===== src/rtl/MemoryArbiterTypes.sv =====
// Shared types and helpers for the multi-port memory arbiter.
package MemoryArbiterTypes;

   typedef enum logic [1:0] {
      IDLE   = 2'd0,
      ACCESS = 2'd1,
      DONE   = 2'd2
   } ArbiterState;

   // Round-robin pointer width; a single-port build still gets one bit.
   function automatic int unsigned ptr_width(input int unsigned n);
      return (n > 1) ? $clog2(n) : 1;
   endfunction

endpackage


===== src/rtl/memory_arbiter_picker.sv =====
// Combinational grant selection: round-robin from pointer p, or lowest index first.
module memory_arbiter_picker
   import MemoryArbiterTypes::*;
#(
   parameter int unsigned NumPorts   = 2,
   parameter int unsigned RoundRobin = 1,
   parameter int unsigned PtrWidth   = ptr_width(NumPorts)
) (
   input  logic [NumPorts-1:0] reqEnable,
   input  logic [PtrWidth-1:0] p,
   output logic                valid,
   output logic [PtrWidth-1:0] grantIdx,
   output logic [NumPorts-1:0] grantOneHot
);

   always_comb begin
      int unsigned         start;
      int unsigned         idx;
      logic [PtrWidth-1:0] idx_w;
      valid       = 1'b0;
      grantIdx    = '0;
      grantOneHot = '0;
      idx         = 0;
      idx_w       = '0;
      // Fixed priority is a round-robin search that always starts at port 0.
      start       = (RoundRobin != 0) ? 32'(p) : 32'd0;
      for (int unsigned k = 0; k < NumPorts; k++) begin
         idx   = (start + k) % NumPorts;
         idx_w = PtrWidth'(idx);
         if (!valid && reqEnable[idx_w]) begin
            valid              = 1'b1;
            grantIdx           = idx_w;
            grantOneHot[idx_w] = 1'b1;
         end
      end
   end

endmodule


===== src/rtl/multi_port_memory_arbiter.sv =====
// Multiplexes NumPorts line requesters onto one external memory port, one
// transaction at a time, with all memory-side and completion outputs registered.
module multi_port_memory_arbiter
   import MemoryArbiterTypes::*;
#(
   parameter int unsigned NumPorts   = 2,
   parameter int unsigned AddrWidth  = 30,
   parameter int unsigned LineWidth  = 128,
   parameter int unsigned RoundRobin = 1
) (
   input  logic                                clk,
   input  logic                                rst,
   input  logic [NumPorts-1:0]                 reqEnable,
   input  logic [NumPorts-1:0]                 reqIsWrite,
   input  logic [NumPorts-1:0][AddrWidth-1:0]  reqAddr,
   input  logic [NumPorts-1:0][LineWidth-1:0]  reqWriteValue,
   output logic [NumPorts-1:0]                 reqDone,
   output logic [LineWidth-1:0]                reqReadValue,
   output logic                                memEnable,
   output logic                                memIsWrite,
   output logic [AddrWidth-1:0]                memAddr,
   output logic [LineWidth-1:0]                memWriteValue,
   input  logic [LineWidth-1:0]                memReadValue,
   input  logic                                memDone
);

   localparam int unsigned PtrWidth = ptr_width(NumPorts);

   ArbiterState         state_q, state_d;
   logic [PtrWidth-1:0] ptr_q, ptr_d;
   logic [PtrWidth-1:0] grant_idx_q, grant_idx_d;
   logic [NumPorts-1:0] grant_oh_q, grant_oh_d;
   logic [NumPorts-1:0] req_done_q, req_done_d;
   logic [LineWidth-1:0] read_value_q, read_value_d;
   logic                mem_enable_q, mem_enable_d;
   logic                mem_is_write_q, mem_is_write_d;
   logic [AddrWidth-1:0] mem_addr_q, mem_addr_d;
   logic [LineWidth-1:0] mem_write_value_q, mem_write_value_d;

   logic                pick_valid;
   logic [PtrWidth-1:0] pick_idx;
   logic [NumPorts-1:0] pick_oh;

   memory_arbiter_picker #(
      .NumPorts   (NumPorts),
      .RoundRobin (RoundRobin),
      .PtrWidth   (PtrWidth)
   ) u_picker (
      .reqEnable   (reqEnable),
      .p           (ptr_q),
      .valid       (pick_valid),
      .grantIdx    (pick_idx),
      .grantOneHot (pick_oh)
   );

   always_comb begin
      state_d           = state_q;
      ptr_d             = ptr_q;
      grant_idx_d       = grant_idx_q;
      grant_oh_d        = grant_oh_q;
      req_done_d        = '0;
      read_value_d      = read_value_q;
      mem_enable_d      = mem_enable_q;
      mem_is_write_d    = mem_is_write_q;
      mem_addr_d        = mem_addr_q;
      mem_write_value_d = mem_write_value_q;
      case (state_q)
         IDLE: begin
            if (pick_valid) begin
               grant_idx_d       = pick_idx;
               grant_oh_d        = pick_oh;
               mem_enable_d      = 1'b1;
               mem_is_write_d    = reqIsWrite[pick_idx];
               mem_addr_d        = reqAddr[pick_idx];
               mem_write_value_d = reqWriteValue[pick_idx];
               state_d           = ACCESS;
            end
         end
         ACCESS: begin
            // Completion is tied to the latched grant, not the live request line.
            if (memDone) begin
               read_value_d = memReadValue;
               mem_enable_d = 1'b0;
               req_done_d   = grant_oh_q;
               if (RoundRobin != 0) begin
                  ptr_d = (grant_idx_q == PtrWidth'(NumPorts - 1)) ? '0 : grant_idx_q + 1'b1;
               end
               state_d = DONE;
            end
         end
         DONE: begin
            state_d = IDLE;
         end
         default: begin
            state_d = IDLE;
         end
      endcase
   end

   always_ff @(posedge clk) begin
      if (rst) begin
         state_q           <= IDLE;
         ptr_q             <= '0;
         grant_idx_q       <= '0;
         grant_oh_q        <= '0;
         req_done_q        <= '0;
         read_value_q      <= '0;
         mem_enable_q      <= 1'b0;
         mem_is_write_q    <= 1'b0;
         mem_addr_q        <= '0;
         mem_write_value_q <= '0;
      end else begin
         state_q           <= state_d;
         ptr_q             <= ptr_d;
         grant_idx_q       <= grant_idx_d;
         grant_oh_q        <= grant_oh_d;
         req_done_q        <= req_done_d;
         read_value_q      <= read_value_d;
         mem_enable_q      <= mem_enable_d;
         mem_is_write_q    <= mem_is_write_d;
         mem_addr_q        <= mem_addr_d;
         mem_write_value_q <= mem_write_value_d;
      end
   end

   assign reqDone       = req_done_q;
   assign reqReadValue  = read_value_q;
   assign memEnable     = mem_enable_q;
   assign memIsWrite    = mem_is_write_q;
   assign memAddr       = mem_addr_q;
   assign memWriteValue = mem_write_value_q;

endmodule


===== config.mk =====
export PLATFORM = sky130hd
export DESIGN_NAME = multi_port_memory_arbiter
export DESIGN_NICKNAME = d
export VERILOG_FILES = /design/src/rtl/MemoryArbiterTypes.sv /design/src/rtl/memory_arbiter_picker.sv /design/src/rtl/multi_port_memory_arbiter.sv
export SDC_FILE = /design/constraint.sdc
export NUM_CORES = 1
export LEC_CHECK = 0
export ABC_CLOCK_PERIOD_IN_PS = 1800
export BUFFER_PORTS_ARGS = -buffer_cell sky130_fd_sc_hd__buf_2
export CAP_MARGIN = 20
export CORE_AREA = 2 2 287 289
export DETAILED_ROUTE_END_ITERATION = 8
export DIE_AREA = 0 0 289 291
export SKIP_CTS_REPAIR_TIMING = 1
export SLEW_MARGIN = 20
export SYNTH_ARGS = -nofsm -noshare
export SYNTH_HDL_FRONTEND = slang
export SYNTH_SLANG_ARGS = --single-unit

===== constraint.sdc =====
create_clock -name clk -period 1.8 [get_ports clk]
set_input_delay 0.09 -clock clk [delete_from_list [all_inputs] [get_ports clk]]
set_output_delay 0.09 -clock clk [all_outputs]
set_load 0.005 [all_outputs]

==> results by group <==
Power
  • P_sw: 5968 uW
  • Combinational group share of total power: 0.251
  • Pwr/cell area: 811.1 mW/mm2
  • LEAKAGE: 0.01018 uW
  • Net Sw Frac: 0.3022
  • Flop pwr share: 0.378
  • Peak supply drop: 0.4919 mV
  • Pint: 13780 uW
  • Clock share of power: 0.370
  • Power, Total: a little under 20000 uW

Floorplanning
  • Core area: around 0.081 mm2
  • Initial core utilization: 0.1631
  • I/O Pins: around 740
  • Die W: about 290 um
  • Row Count: about 110
  • Die ar.: ~0.084 mm2
  • Die height: between 200 and 300 um

Yosys
  • Yosys reg bits: ~300
  • Most frequent cell after synthesis: dfxtp_1
  • Synth Instances: approximately 1500
  • Mean Syn Cell Area: 8.672 um2
  • Post-synthesis sequential area ratio: 0.4475
  • Synth Warn #: 0
  • Top-area cell type share of the netlist area: 0.4475
  • Synth Net Count: roughly 2000
  • Commonest cells in the netlist: dfxtp_1, nand2_1, a21oi_1, nand3_1, o21ai_0
  • Asr flop ratio synth: 0
  • Ys flop type: dfxtp_1
  • Cell Area, Synth: ~0.013 mm2
  • Netlist cell types: 30
  • Synth area leaders: dfxtp_1, a311oi_2, a21oi_1
  • Post-synth top area cell: dfxtp_1
  • EDFF count, synth: 0

Routing
  • Residual DRC: 0
  • Initial DRC Count: 975
  • Via count: 17130
  • Routed wire length: 68.67 mm
  • Post-DR vias/cell: 4.531
  • Post-DRT Antenna Nets: 0
  • Router iterations before antenna repair: 5
  • Avg WL per Cell: 18.16 um

Worst setup path
  • Reg2reg path depth: 5
  • Crit Path Class: reg -> reg
  • Worst reg2reg startpoint: state_q[1]
  • Critical path's top delay family: buffers and inverters
  • Critical path's slowest cell: dfxtp_1
  • Critical Path AT: between 2000 and 2500 ps
  • Reg2reg end: memWriteValue[36]
  • Largest fanout on the critical path: 42
  • Worst Setup Start Kind: register
  • Worst path bufs/invs: 2
  • Critical Path End Type: register
  • Reg2reg setup slack: 190 ps
  • Crit-path most repeated cell: buf_12
  • Critical Path RT: 2240 ps
  • Ordered list of cells on the worst path: nor2_4 > buf_12 > buf_12 > a21oi_1 > a311oi_1
  • Critical path's largest stage delay: 350 ps

CTS
  • Worst-path clk slew: around 60 ps
  • Root Driver: clkbuf_16
  • CTS Sinks: 296
  • Num CTS Buffers: 37
  • Clock Path Buffers: 3
  • CTS tree: built
  • Worst skew pair latency: 560 ps
  • H-tree Lvls: 2

Timing
  • Fmax: 0.6202 GHz
  • Final Slew Violations: 0
  • Clock skew: about 15 ps
  • Setup tns final: 0 ps
  • Final worst path period share: 0.8957
  • Rel. slew slack: 0.6964
  • RSZ-0062 raised after global routing: no
  • Minimum clock period after layout: 1612 ps
  • Worst Max-Slew Pin Slew: roughly 450 ps
  • Hold Vio Cnt, Final: 0
  • Setup Viol. Count Final: 0

GRT
  • GRT Total Usage: 0.1336
  • Vias in the first global route: 14220
  • First-pass GRT wire length: 86.28 mm
  • Gr ovfl total: 0
  • Largest net degree at the start of global routing: 90
  • Initial antenna violation count: 2

Finish
  • Nets: 3130
  • Final core occ: 0.2999
  • Layout cells sized above 1: 0.3944
  • P&R area growth vs syn: 83.88%
  • Fillers: 8263

Placement
  • Port Buffer Count: 740
  • Post-DP HPWL: 45.61 mm
  • RD Place Congestion: 0.8238

Hold path
  • WHS Path Cells: 4
  • HP Start: reqEnable[0]
  • Hold WC Path Type: in -> reg
  • WHS Endpoint: grant_oh_q[1]

Run status
  • Status: finished clean

Job
  • Max-cap viol count: 0
## kinds of logic after synthesis
| logic type | after synthesis | synth area share |
|---|---|---|
| AO/OA/AOI/OAI | 613 | 0.3405 |
| buffers and inverters | 186 | 0.07096 |
| AND/OR/NAND/NOR | 432 | 0.1410 |
| flip-flops | 296 | 0.4475 |
## how the worst max path moves through the flow
stage | startpoint | endpoint | cells past startpoint
floorplan | state_q[1] | memWriteValue[100] | 5
global route | ptr_q | memWriteValue[20] | 5
detailed placement | state_q[1] | memWriteValue[87] | 5
finish | state_q[1] | memWriteValue[36] | 5
global placement | state_q[1] | memWriteValue[79] | 5
CTS | state_q[1] | memWriteValue[99] | 5
## cells in the final DEF, fill, tap and decap left out, types with 2 or more instances in the layout
| cell | synthesis | layout |
|---|---|---|
| buf_12 | 0 | 39 |
| clkbuf_16 | 0 | 37 |
| dfxtp_1 | 296 | 296 |
| clkinvlp_4 | 0 | 2 |
| clkinv_8 | 0 | 2 |
| o21ai_0 | 151 | 151 |
| and3_1 | 2 | 2 |
| clkbuf_1 | 79 | 14 |
| nor2_4 | 2 | 2 |
| a21oi_1 | 233 | 233 |
| buf_4 | 12 | 70 |
| a311oi_2 | 99 | 99 |
| buf_2 | 69 | 738 |
| o21ai_1 | 10 | 10 |
| dlygate4sd3_1 | 0 | 448 |
| clkinv_2 | 0 | 6 |
| nor2_1 | 3 | 3 |
| nand3_1 | 160 | 160 |
| a21oi_2 | 58 | 58 |
| a311oi_1 | 60 | 60 |
| diode_2 | 0 | 3 |
| clkbuf_8 | 0 | 5 |
| nand2_1 | 258 | 258 |
## final cells by class
class | instances | area, um2 | share of cell area
clock buffer | 56 | 1047 | 0.04301
multi-input combinational | 1045 | 6392 | 0.2625
sequential | 296 | 5926 | 0.2434
tap | 1070 | 1339 | 0.05498
clock inverter | 12 | 116.4 | 0.004779
inverter | 2 | 10.01 | 0.0004111
timing repair buffer | 1297 | 9510 | 0.3906
antenna | 3 | 7.507 | 0.0003083
## per-stage QoR
stage                     cell area [um2]  worst slack (ps)  cells  hold slack (ps)
after floorplan                     13240             414.9   1527            226.0
after global placement              18690             260.0   3262            330.3
after detailed placement            18690             222.6   3262            335.0
after CTS                           19860             211.4   3330           -293.1
after global routing                24340             96.11   3779            107.6
final                               24350             187.7   3781            68.74
## sequential cells by signal, summed over array words and instances, names as in the netlist, 2 cells and up
name / flops
grant_oh_q: 2
memAddr: 30
memWriteValue: 128
reqDone: 2
reqReadValue: 128
state_q: 2
## power by group through the flow
stage | Clock, uW | Combinational (uW) | Sequential [uW]
floorplan | 0 | 2000 | 7610
global placement | 0 | 4080 | 7580
detailed placement | 0 | 4110 | 7590
CTS | 7580 | 4120 | 7460
global route | 7800 | 5330 | 7520
finish | 7310 | 4970 | 7470
## metal layers
metal	track usage	wire length (um)	vias to the layer above
li1	-	-	7876
met1	0.1557	26440	8052
met2	0.2291	32850	1000
met3	0.03707	5971	202
met4	0.05331	3407	0
met5	0	0	-
## worst reg2reg max path: stages (launching register included)
cell and delay (ps):
dfxtp_1 350, nor2_4 200, buf_12 250, buf_12 320, a21oi_1 90, a311oi_1 300
Note: power is estimated with default switching activity, not from simulation.
